--- src/rtl/clk_gate_ctrl.sv ---
// ============================================================================
// clk_gate_ctrl : idle-driven clock-gate enable controller with sleep handshake
// Revision 1.0
// ============================================================================
`default_nettype none

module clk_gate_ctrl #(
   parameter int IDLE_CYCLES = 16,
   parameter int WAKE_CYCLES = 2,
   parameter int CNT_W = $clog2(((IDLE_CYCLES > WAKE_CYCLES) ? IDLE_CYCLES : WAKE_CYCLES) + 1)
) (
   input  logic       clk_i,
   input  logic       rst_ni,
   input  logic       busy_i,
   input  logic       wakeup_i,
   input  logic       sleep_ack_i,
   input  logic       test_en_i,
   output logic       sleep_req_o,
   output logic       clk_en_o,
   output logic       ready_o,
   output logic [1:0] state_o
);

   localparam logic [1:0] S_ON   = 2'd0;
   localparam logic [1:0] S_REQ  = 2'd1;
   localparam logic [1:0] S_OFF  = 2'd2;
   localparam logic [1:0] S_WAKE = 2'd3;

   localparam logic [CNT_W-1:0] C_IDLE_LAST = CNT_W'(IDLE_CYCLES - 1);
   localparam logic [CNT_W-1:0] C_WAKE_LAST = CNT_W'(WAKE_CYCLES - 1);
   localparam logic [CNT_W-1:0] C_ONE       = CNT_W'(1);

   logic [1:0]       state_q, state_d;
   logic [CNT_W-1:0] cnt_q, cnt_d;
   logic             activity;

   assign activity = busy_i | wakeup_i;

   always_comb begin
      state_d = state_q;
      cnt_d   = cnt_q;
      case (state_q)
         S_ON: begin
            if (activity) begin
               cnt_d = '0;
            end else if (cnt_q == C_IDLE_LAST) begin
               state_d = S_REQ;
               cnt_d   = '0;
            end else begin
               cnt_d = cnt_q + C_ONE;
            end
         end
         S_REQ: begin
            // Activity beats a coincident ack so the domain is never cut mid-work.
            if (activity) begin
               state_d = S_ON;
               cnt_d   = '0;
            end else if (sleep_ack_i) begin
               state_d = S_OFF;
            end
         end
         S_OFF: begin
            if (wakeup_i) begin
               state_d = S_WAKE;
               cnt_d   = '0;
            end
         end
         S_WAKE: begin
            if (cnt_q == C_WAKE_LAST) begin
               state_d = S_ON;
               cnt_d   = '0;
            end else begin
               cnt_d = cnt_q + C_ONE;
            end
         end
         default: begin
            state_d = S_ON;
            cnt_d   = '0;
         end
      endcase
   end

   always_ff @(posedge clk_i) begin
      if (!rst_ni) begin
         state_q <= S_ON;
         cnt_q   <= '0;
      end else begin
         state_q <= state_d;
         cnt_q   <= cnt_d;
      end
   end

   assign sleep_req_o = (state_q == S_REQ);
   assign clk_en_o    = (state_q != S_OFF) | test_en_i;
   assign ready_o     = (state_q == S_ON) | (state_q == S_REQ);
   assign state_o     = state_q;

endmodule

`default_nettype wire
--- config.mk ---
export PLATFORM = sky130hd
export DESIGN_NAME = clk_gate_ctrl
export DESIGN_NICKNAME = d
export VERILOG_FILES = /design/src/rtl/clk_gate_ctrl.sv
export SDC_FILE = /design/constraint.sdc
export NUM_CORES = 1
export LEC_CHECK = 0
export ABC_AREA = 0
export BUFFER_PORTS_ARGS = -buffer_cell sky130_fd_sc_hd__clkbuf_2
export CORE_AREA = 8 8 45 47
export CTS_CLUSTER_SIZE = 30
export DETAILED_ROUTE_END_ITERATION = 7
export DIE_AREA = 0 0 53 55
export GPL_ROUTABILITY_DRIVEN = 1
export PLACE_DENSITY = 0.62
export RECOVER_POWER = 100
export SKIP_LAST_GASP = 1
export SLEW_MARGIN = 20
export SYNTH_ARGS = -nofsm -noshare
export SYNTH_HDL_FRONTEND = slang
export SYNTH_SLANG_ARGS = --single-unit
--- constraint.sdc ---
create_clock -name clk_i -period 4.5 [get_ports clk_i]
set_input_delay 0.9 -clock clk_i [delete_from_list [all_inputs] [get_ports clk_i]]
set_output_delay 0.9 -clock clk_i [all_outputs]
set_load 0.01 [all_outputs]
==> results.py <==
metrics = {
    "timing": {
        "final.setup_skew_ps": 8.566,
        "setup_violations": 0,
        "finalMaxSlewViolations": 0,
        "rsz0062_at_grt": "no",
        "worst_pin_slew_ps": 598.3,
        "hold_violations": 0,
        "tns_ps": 0,
        "fin_crit_ps": 2321,
        "max_freq_mhz": 430.9,
        "post-route-period-util_pct": 51.57,
        "whs_ps": 572.4,
        "relSlewSlack_pct": 59.76,
    },
    "worst_setup_path": {
        "cp.arrival_ps": 1420,
        "rrSetupSlack_ps": 2610,
        "critPathMaxStageDelay_ps": 490,
        "worstRegToRegCells": 5,
        "cp_max_fo": 10,
        "crit_type": "reg -> out",
        "reg2reg_to": "cnt_q[0]",
        "setup.worst_path.start_class": "flip-flop",
        "crit_slowest_cell": "dfxtp_1",
        "r2r_start": "cnt_q[0]",
        "crit_path_end_kind": "output pin",
        "path_cells": "inv_1, or3_1, clkbuf_1",
        "cp.required_ps": 3600,
    },
    "drt": {
        "drtIter0Drc": 5,
        "drc": 0,
        "wl_per_cell_um": 12.62,
        "drtPass1Iterations": 4,
        "vias": 415,
        "postRouteAntennaNets": 0,
        "via_per_inst": 5.061,
        "wl_um": 1035,
    },
    "global_routing": {
        "grt_pass1_wl_um": 1697,
        "overflow": 0,
        "grt_max_degree": 13,
        "antenna_found_initial": 0,
        "grt_pass1_vias": 415,
        "grt_usage_pct": 7.882,
    },
    "layout": {
        "area_growth_pct": 10.49,
        "antennaDiodeCount": 0,
        "drive_above_1_share_pct": 16.67,
        "final_nets": 77,
    },
    "cts": {
        "holdBufCountCts": 0,
        "insertion_delay_ps": 260,
        "htreeDepth": 1,
        "postCtsSetupBuffers": 0,
        "cts.path.max_buffers": 2,
        "ctsResizeCount": 0,
        "path_clk_slew_ps": 60,
        "cts_buffers": 3,
        "cts.sink_count": 7,
        "cts_tree": "done",
        "cts_root_buf": "clkbuf_4",
    },
    "synth": {
        "async_flop_share_pct": 0,
        "synth_seq_cells": 7,
        "syn_area_um2": 489.2,
        "syn_nets": 64,
        "syn_avg_cell_area_um2": 9.060,
        "ys_types": 27,
        "ys_seq_area_share_pct": 28.64,
        "synth_edf_count": 0,
        "synth_top_area_share_pct": 28.64,
        "yosys-top-cells-area": "dfxtp_1 (29%), ha_1 (10%), a311oi_1 (5.4%)",
        "yosys.area.top_type": "dfxtp_1",
        "syn-instance-count": 54,
        "ys_warn_count": 0,
        "synth_top_flop_cell": "dfxtp_1",
    },
    "floorplanning": {
        "io_pins": 11,
        "rows": 14,
        "die_w_um": 53,
        "fp.dieH_um": 55,
        "initial_utilization_pct": 35.35,
        "coreArea_um2": 1384,
        "dieArea_um2": 2915,
    },
    "min_path": {
        "whs_endpoint": "cnt_q[4]",
        "min_path_cells": 2,
        "min_from": "cnt_q[4]",
        "hold_path_class": "reg -> reg",
    },
    "pwr": {
        "leakage_uw": 0.0002016,
        "ir_drop_mv": 0.1090,
        "power_density_nw_per_um2": 239.3,
    },
    "job": {
        "max-cap-violations": 0,
    },
    "placed_design": {
        "hpwl_um": 753,
        "port-buffer-count": 10,
        "place_congestion": 0.7727,
    },
    "status": {
        "outcome": "completed",
    },
}
## routing by layer
metal	vias to the layer above	GRT usage, %	share of wire (%)
li1	218	-	-
met1	183	7.939	45
met2	14	13.28	44
met3	0	5.080	10
met4	0	2.155	0
met5	-	0	0
## cell usage after synthesis, types with 2 or more instances
| master | instances |
|---|---|
| nand3_1 | 2 |
| o21ai_0 | 3 |
| a311oi_1 | 3 |
| dfxtp_1 | 7 |
| inv_1 | 6 |
| xnor2_1 | 3 |
| a211oi_1 | 2 |
| nor3_1 | 2 |
| ha_1 | 4 |
| nor2_1 | 5 |
## stage by stage
step	util (%)	cells	total power [µW]	instance area, µm²	setup slack [ps]
6_report	39.06	82	129.3	540.5	2179
5_1_grt	39.06	82	138.3	540.5	2075
4_1_cts	41.14	82	134.4	569.3	2110
3_5_place_dp	39.24	78	73.83	543.0	2196
3_3_place_gp	39.24	78	73.68	543.0	2200
2_1_floorplan	-	54	69.72	489.2	2351
## power breakdown
group	internal (µW)	switching, µW
logic	3.30	4.84
clock network	33.9	24.2
registers	62.5	0.524
total	99.7	29.6
## placed cells by master, fill, tap and decap left out, types with 2 or more instances in the layout
cell and n:
clkbuf_2 5, nor2_1 5, inv_1 6, a211oi_1 2, dfxtp_1 7, ha_1 4
clkbuf_1 6, nor3_1 2, a21oi_1 2, nor2b_1 2, nand3_1 2, clkbuf_4 3
o21ai_0 3, xnor2_1 3, a311oi_1 3
## layout make-up
class                   count  area, µm²
inverters                   6      22.52
flip-flops and latches      7      140.1
clock buffers               4      26.28
repair buffers             10      43.79
multi-input cells          39      287.8
fillers                   149      843.3
well taps                  16      20.02
## worst max-delay path, delay by kind of cell (launching register included)
family        cells  cell delay [ps]
buf+inv           2              290
flops             1              490
simple gates      1              380
## worst max path at each step
stage | endpoint | slack [ps] | cells past startpoint
final | clk_en_o | 2180 | 3
after floorplan | clk_en_o | 2350 | 1
after global routing | clk_en_o | 2070 | 3
after detailed placement | clk_en_o | 2200 | 3
after CTS | clk_en_o | 2110 | 3
after global placement | clk_en_o | 2200 | 3
## kinds of logic (layout without fill, tap and decap cells)
kind of cell / Yosys count / after routing / synth area share [%]
and+or+nand+nor: 18 / 18 / 23.53
buffers and inverters: 8 / 20 / 7.927
xor gates and xnor gates: 3 / 3 / 5.372
adders and majority gates: 4 / 4 / 10.23
DFF: 7 / 7 / 28.64
AOI/OAI and AO/OA: 14 / 14 / 24.30
Power figures use the tool's default switching activity.
